===== src/rtl/eq_sched_pkg.sv =====
// Shared types and constants for the equalizer frame scheduler.
package eq_sched_pkg;

    localparam int SYM_LEN_DEF = 64;
    localparam int IQ_W        = 32;

    typedef enum logic [2:0] {
        ST_IDLE,
        ST_SOF,
        ST_PRE,
        ST_DATA,
        ST_DRAIN,
        ST_DONE
    } state_e;

endpackage


===== src/rtl/eq_sched_sym_counter.sv =====
// Beat-within-symbol and symbol counter with synchronous clear, enable and wrap.
module eq_sched_sym_counter
    import eq_sched_pkg::*;
#(
    parameter int SYM_LEN = SYM_LEN_DEF,
    parameter int CNT_W   = 8,
    parameter int BEAT_W  = $clog2(SYM_LEN)
) (
    input  logic              clk_i,
    input  logic              rst_ni,
    input  logic              clr_i,
    input  logic              en_i,
    output logic [BEAT_W-1:0] beat_o,
    output logic [CNT_W-1:0]  sym_o,
    output logic              last_beat_o
);

    logic [BEAT_W-1:0] beat_q, beat_d;
    logic [CNT_W-1:0]  sym_q, sym_d;

    assign last_beat_o = (beat_q == BEAT_W'(SYM_LEN - 1));
    assign beat_o      = beat_q;
    assign sym_o       = sym_q;

    always_comb begin
        beat_d = beat_q;
        sym_d  = sym_q;
        if (clr_i) begin
            beat_d = '0;
            sym_d  = '0;
        end else if (en_i) begin
            if (last_beat_o) begin
                beat_d = '0;
                sym_d  = sym_q + CNT_W'(1);
            end else begin
                beat_d = beat_q + BEAT_W'(1);
            end
        end
    end

    always_ff @(posedge clk_i) begin
        if (!rst_ni) begin
            beat_q <= '0;
            sym_q  <= '0;
        end else begin
            beat_q <= beat_d;
            sym_q  <= sym_d;
        end
    end

endmodule


===== src/rtl/eq_frame_scheduler.sv =====
// Frame sequencer in front of the one-tap equalizer: SOF pulse, preamble/data gating, output framing.
// Optional drain watchdog is built only when EQ_SCHED_TIMEOUT_EN is defined.
//
// state | meaning
// IDLE  | waiting for first upstream sample, latches symbol count
// SOF   | sof_o held high, input gated
// PRE   | passing the 64-sample long preamble
// DATA  | passing num_syms data symbols
// DRAIN | input gated, waiting for the remaining equalized samples
// DONE  | one-cycle frame completion
module eq_frame_scheduler
    import eq_sched_pkg::*;
#(
    parameter int SYM_LEN        = SYM_LEN_DEF,
    parameter int CNT_W          = 8,
    parameter int SOF_CYCLES     = 2,
    parameter int TIMEOUT_CYCLES = 4096
) (
    input  logic             clk_i,
    input  logic             rst_ni,
    input  logic [CNT_W-1:0] cfg_num_syms,
    input  logic [IQ_W-1:0]  i_tdata,
    input  logic             i_tlast,
    input  logic             i_tvalid,
    output logic             i_tready,
    output logic             sof_o,
    output logic [IQ_W-1:0]  eq_tdata,
    output logic             eq_tlast,
    output logic             eq_tvalid,
    input  logic             eq_tready,
    input  logic [IQ_W-1:0]  eq_out_tdata,
    input  logic             eq_out_tlast,
    input  logic             eq_out_tvalid,
    output logic             eq_out_tready,
    output logic [IQ_W-1:0]  o_tdata,
    output logic             o_tlast,
    output logic             o_tvalid,
    input  logic             o_tready,
    output logic             busy_o,
    output logic             frame_done_o,
    output logic             err_len_o,
    output logic             err_timeout_o
);

    localparam int BEAT_W = $clog2(SYM_LEN);
    localparam int SOF_W  = $clog2(SOF_CYCLES) + 1;
    localparam logic [BEAT_W-1:0] LAST_BEAT = BEAT_W'(SYM_LEN - 1);

    state_e            state_q, state_d;
    logic [CNT_W-1:0]  num_syms_q, num_syms_d;
    logic [SOF_W-1:0]  sof_cnt_q, sof_cnt_d;
    logic              sof_o_q, sof_o_d;
    logic              out_done_q, out_done_d;
    logic              err_len_q, err_len_d;

    logic [BEAT_W-1:0] in_beat, out_beat;
    logic [CNT_W-1:0]  in_sym, out_sym;
    logic              in_last_beat, out_last_beat;
    logic              pass, in_fire, out_fire, cnt_clr, out_cnt_en;
    logic              in_final, out_final;
    logic              unused_eq_out_tlast;

    // Output counting starts at PRE because equalized data may emerge before input completes.
    assign pass       = (state_q == ST_PRE) || (state_q == ST_DATA);
    assign out_cnt_en = pass || (state_q == ST_DRAIN);
    assign cnt_clr    = (state_q == ST_SOF);
    assign in_fire    = i_tvalid & i_tready;
    assign out_fire   = eq_out_tvalid & o_tready;

    // Preamble is symbol 0 on the input side, so the final beat sits in symbol num_syms.
    assign in_final  = in_fire & in_last_beat & (in_sym == num_syms_q);
    assign out_final = out_fire & out_cnt_en & out_last_beat & (out_sym == num_syms_q - CNT_W'(1));

    assign i_tready      = eq_tready & pass;
    assign eq_tvalid     = i_tvalid & pass;
    assign eq_tdata      = i_tdata;
    assign eq_tlast      = pass & (in_beat == LAST_BEAT);
    assign o_tdata       = eq_out_tdata;
    assign o_tvalid      = eq_out_tvalid;
    assign eq_out_tready = o_tready;
    assign o_tlast       = eq_out_tvalid & (out_beat == LAST_BEAT) & (out_sym == num_syms_q - CNT_W'(1));
    assign sof_o         = sof_o_q;
    assign busy_o        = (state_q != ST_IDLE);
    assign frame_done_o  = (state_q == ST_DONE);
    assign err_len_o     = err_len_q;
    assign unused_eq_out_tlast = eq_out_tlast;

    eq_sched_sym_counter #(.SYM_LEN(SYM_LEN), .CNT_W(CNT_W)) u_in_cnt (
        .clk_i       (clk_i),
        .rst_ni      (rst_ni),
        .clr_i       (cnt_clr),
        .en_i        (in_fire),
        .beat_o      (in_beat),
        .sym_o       (in_sym),
        .last_beat_o (in_last_beat)
    );

    eq_sched_sym_counter #(.SYM_LEN(SYM_LEN), .CNT_W(CNT_W)) u_out_cnt (
        .clk_i       (clk_i),
        .rst_ni      (rst_ni),
        .clr_i       (cnt_clr),
        .en_i        (out_fire & out_cnt_en),
        .beat_o      (out_beat),
        .sym_o       (out_sym),
        .last_beat_o (out_last_beat)
    );

`ifdef EQ_SCHED_TIMEOUT_EN
    localparam int WD_W = $clog2(TIMEOUT_CYCLES);
    localparam logic [WD_W-1:0] WD_RELOAD = WD_W'(TIMEOUT_CYCLES - 1);

    logic [WD_W-1:0] wd_q, wd_d;
    logic            err_to_q, err_to_d;

    assign err_timeout_o = err_to_q;

    always_ff @(posedge clk_i) begin
        if (!rst_ni) begin
            wd_q     <= WD_RELOAD;
            err_to_q <= 1'b0;
        end else begin
            wd_q     <= wd_d;
            err_to_q <= err_to_d;
        end
    end
`else
    localparam int unused_timeout_cycles = TIMEOUT_CYCLES;
    assign err_timeout_o = 1'b0;
`endif

    always_comb begin
        state_d    = state_q;
        num_syms_d = num_syms_q;
        sof_cnt_d  = sof_cnt_q;
        out_done_d = out_done_q | out_final;
        err_len_d  = in_fire & (i_tlast != in_final);
`ifdef EQ_SCHED_TIMEOUT_EN
        err_to_d   = 1'b0;
        wd_d       = (state_q == ST_DRAIN) ? wd_q : WD_RELOAD;
`endif
        case (state_q)
            ST_IDLE: begin
                if (i_tvalid) begin
                    num_syms_d = cfg_num_syms;
                    sof_cnt_d  = SOF_W'(SOF_CYCLES - 1);
                    state_d    = ST_SOF;
                end
            end
            ST_SOF: begin
                out_done_d = 1'b0;
                if (sof_cnt_q == '0) begin
                    state_d = ST_PRE;
                end else begin
                    sof_cnt_d = sof_cnt_q - SOF_W'(1);
                end
            end
            ST_PRE: begin
                if (in_fire && in_last_beat) begin
                    state_d = (num_syms_q == '0) ? ST_DONE : ST_DATA;
                end
            end
            ST_DATA: begin
                if (in_final) begin
                    state_d = (out_done_q || out_final) ? ST_DONE : ST_DRAIN;
                end
            end
            ST_DRAIN: begin
                if (out_final) begin
                    state_d = ST_DONE;
                end
`ifdef EQ_SCHED_TIMEOUT_EN
                else if (out_fire) begin
                    wd_d = WD_RELOAD;
                end else if (wd_q == '0) begin
                    state_d  = ST_IDLE;
                    err_to_d = 1'b1;
                end else begin
                    wd_d = wd_q - WD_W'(1);
                end
`endif
            end
            ST_DONE:  state_d = ST_IDLE;
            default:  state_d = ST_IDLE;
        endcase
        sof_o_d = (state_d == ST_SOF);
    end

    always_ff @(posedge clk_i) begin
        if (!rst_ni) begin
            state_q    <= ST_IDLE;
            num_syms_q <= '0;
            sof_cnt_q  <= '0;
            sof_o_q    <= 1'b0;
            out_done_q <= 1'b0;
            err_len_q  <= 1'b0;
        end else begin
            state_q    <= state_d;
            num_syms_q <= num_syms_d;
            sof_cnt_q  <= sof_cnt_d;
            sof_o_q    <= sof_o_d;
            out_done_q <= out_done_d;
            err_len_q  <= err_len_d;
        end
    end

endmodule


===== config.mk =====
export PLATFORM = sky130hd
export DESIGN_NAME = eq_frame_scheduler
export DESIGN_NICKNAME = d
export VERILOG_FILES = /design/src/rtl/eq_sched_pkg.sv /design/src/rtl/eq_sched_sym_counter.sv /design/src/rtl/eq_frame_scheduler.sv
export SDC_FILE = /design/constraint.sdc
export NUM_CORES = 1
export LEC_CHECK = 0
export ABC_AREA = 1
export CAP_MARGIN = 20
export CORE_ASPECT_RATIO = 0.9
export CORE_MARGIN = 8
export CORE_UTILIZATION = 40
export DETAILED_ROUTE_END_ITERATION = 6
export GPL_TIMING_DRIVEN = 1
export PLACE_DENSITY = 0.82
export REMOVE_ABC_BUFFERS = 1
export SLEW_MARGIN = 5
export SYNTH_ARGS = -nofsm -noshare
export SYNTH_HDL_FRONTEND = slang
export SYNTH_SLANG_ARGS = --single-unit

===== constraint.sdc =====
create_clock -name clk_i -period 2.16 [get_ports clk_i]
set_clock_uncertainty 0.2 [all_clocks]
set_input_delay 0.324 -clock clk_i [delete_from_list [all_inputs] [get_ports clk_i]]
set_output_delay 0.324 -clock clk_i [all_outputs]
set_load 0.05 [all_outputs]

==> metrics.txt <==
Port Buffers 24; crit-path max FO 2; CTS buffer count 5; final hold slack 0.2760 ns; Distinct cells, synth 36; number of DRC markers in iteration 0 161; dpl hpwl 8.547 mm; maximum VDD drop 0.3167 mV; Residual DRC 0; area of the core 7112 um^2; io pins 155; min-delay worst type flip-flop to flip-flop; Max Slew Vio Count 0; failing checks setup timing; met2 WL post-DR 3.778 mm; clk buf depth 2; Worst EP arrival 1.85 ns; Required @ worst endpoint 1.64 ns; Worst Setup SP num_syms_q[0]; Skew-Pair Late Insertion Delay 0.30 ns; first-pass detailed-route iteration total 4; WS Path Type flip-flop to output pin; commonest non-fill, non-tap cell in the layout nand2_1; CP top delay family simple AND/OR/NAND/NOR gates; sequential fraction of the synthesis area 0.2983; vias in the first global route 2619; cells along the critical path inv_2 -> ha_4 -> inv_2 -> nand2_1 -> nand2_1 -> nor2_1 -> nand3_1 -> nor2_2 -> nand2_2 -> nor3_2 -> buf_4 -> buf_12; worst slew pin tran 0.4974 ns; Worst slew margin 0.6674; Buf/Inv on CP 4; nets 492; Area Overhead vs Synth 7.882%; fillers 715; CP Launch Type flip-flop; total power 0.001917 W; Final Hold Fails 0; average wire per standard cell 21.28 um; FF+latch count, synth 44; setup slack after layout -0.2141 ns; Syn. warnings 0; period utilization 1.099; Reg-to-Reg Start num_syms_q[0]; max frequency 421.2 MHz; largest net degree at the start of global routing 18; clock slew at reported path FFs 0.08 ns; Initial Utilization 0.4152; Clock Tree Root clkbuf_8; MaxCap Viol Count 0; die area 10390 um^2; grt total ovfl 0; vias per cell 5.273; LEAKAGE 1.342 nW; number of nets with antenna violations after routing 0; slowest cell delay on critical path 0.34 ns; final worst path period need 2.374 ns; Critical Path End Type output pin; Syn Area/Cell 7.031 um^2; first-pass GRT wire length 15.70 mm; layout cells sized above 1 0.1847; PwrDens 601.6 nW/um^2; metal1 wirelength 4.151 mm; DR top layer met5; Syn Inst Count 420; Clock Sink Count 44; CTS tree yes; most frequent cells in the layout 68 x nand2_1, 47 x inv_1, 42 x dfxtp_1; initial antenna violation count 0; Post-Route Utilization 0.4479; placed cell areas 2994 um^2; Die X 106.6 um; Design Area, Final 3186 um^2; worst min-delay path startpoint u_out_cnt.beat_o[4]; Setup-failing EPs final 1; WL final 10.62 mm; Die Ht 97.51 um; GRT Util Overall 0.1997; Vias 2631; met3 wire length 2.347 mm; RSZ-0062 raised after global routing true; H-tree Lvls 2; n_diodes 0; routability cong. 0.9009; status finished, violations left; Netlist Area Pre-Place 2953 um^2; slowest CP cell dfxtp_2; Site Rows 29
-- cell type report --
class	instances	area (um^2)	area share
Multi-Input combinational cell	253	1394	0.4375
Tap cell	93	116.4	0.03653
Sequential cell	44	883.3	0.2773
Inverter	52	196.4	0.06167
Timing Repair Buffer	49	503.0	0.1579
Clock buffer	6	82.58	0.02592
Clock inverter	2	10.01	0.003142
-- repair_timing --
| item | CTS | global route |
|---|---|---|
| resized for setup | 9 | 7 |
| hold buffers | 0 | 0 |
| pin swaps | 5 | 9 |
| buffers inserted | 8 | 3 |
| endpoints found under the setup margin | 1 | 4 |
| hold endpoints to repair | 0 | 0 |
-- cells by family after synthesis --
logic type,Yosys count,share of synthesized area
AOI/OAI and AO/OA,61,0.1140
DFF,44,0.2983
xor gates and xnor gates,17,0.05042
other,1,0.001270
buffers and inverters,123,0.2419
and+or+nand+nor,167,0.2644
adders and majority gates,7,0.02966
-- registers in the layout (all words and copies together) (netlist names) --
signal and flops:
sof_cnt_q 2, u_in_cnt.beat_o 6, u_out_cnt.beat_o 6, num_syms_q 8, state_q 3, out_done_q 1
sof_o 1, err_len_o 1, u_in_cnt.sym_o 8, u_out_cnt.sym_o 8
-- stage by stage --
step	instances	setup WS [ns]	TNS [ns]
3_3_place_gp	484	0.02266	0
6_report	499	-0.2141	-0.2141
3_5_place_dp	484	-0.02447	-0.02447
5_1_grt	499	-0.3420	-0.3870
4_1_cts	500	-0.2709	-0.6090
2_1_floorplan	349	-0.6068	-0.6068
-- cell usage after synthesis, drive strengths merged --
cell	n	area, um^2
nand3	17	85.08
or2	3	18.77
nand3b	1	7.510
nand4	8	50.05
o21a	2	15.01
a211oi	2	15.01
xor2	10	87.58
o21ai	21	105.1
nand2	77	316.5
clkbuf	3	11.26
o21bai	1	7.510
conb	1	3.750
buf	68	506.7
inv	51	191.4
o21ba	1	10.01
dfxtp	44	880.8
a22oi	1	7.510
clkinv	1	5.000
nor2	42	182.7
nor4	1	12.51
and3	1	6.260
ha	7	87.58
nor3	17	101.4
a21oi	33	176.4
xnor2	7	61.31
-- final timing paths --
check | slack, ns | depth (start not counted) | end
setup / recovery | -0.21 | 12 | o_tlast
hold / removal | 0.28 | 1 | u_out_cnt.beat_o[4]
setup reg to reg | 0.12 | 15 | state_q[0]
hold reg to reg | 0.28 | 1 | u_out_cnt.beat_o[4]
-- metal layers --
layer / GRT usage / up-vias
li1: - / 1236
met1: 0.2097 / 1204
met2: 0.2441 / 166
met3: 0.2281 / 19
met4: 0.03459 / 6
met5: 0.1531 / -
-- where the power goes --
group	switching [W]	total (W)	internal, W
registers	0.0000371	0.000880	0.000843
logic	0.000294	0.000493	0.000199
clock network	0.000289	0.000544	0.000256
Power figures use the tool's default switching activity.
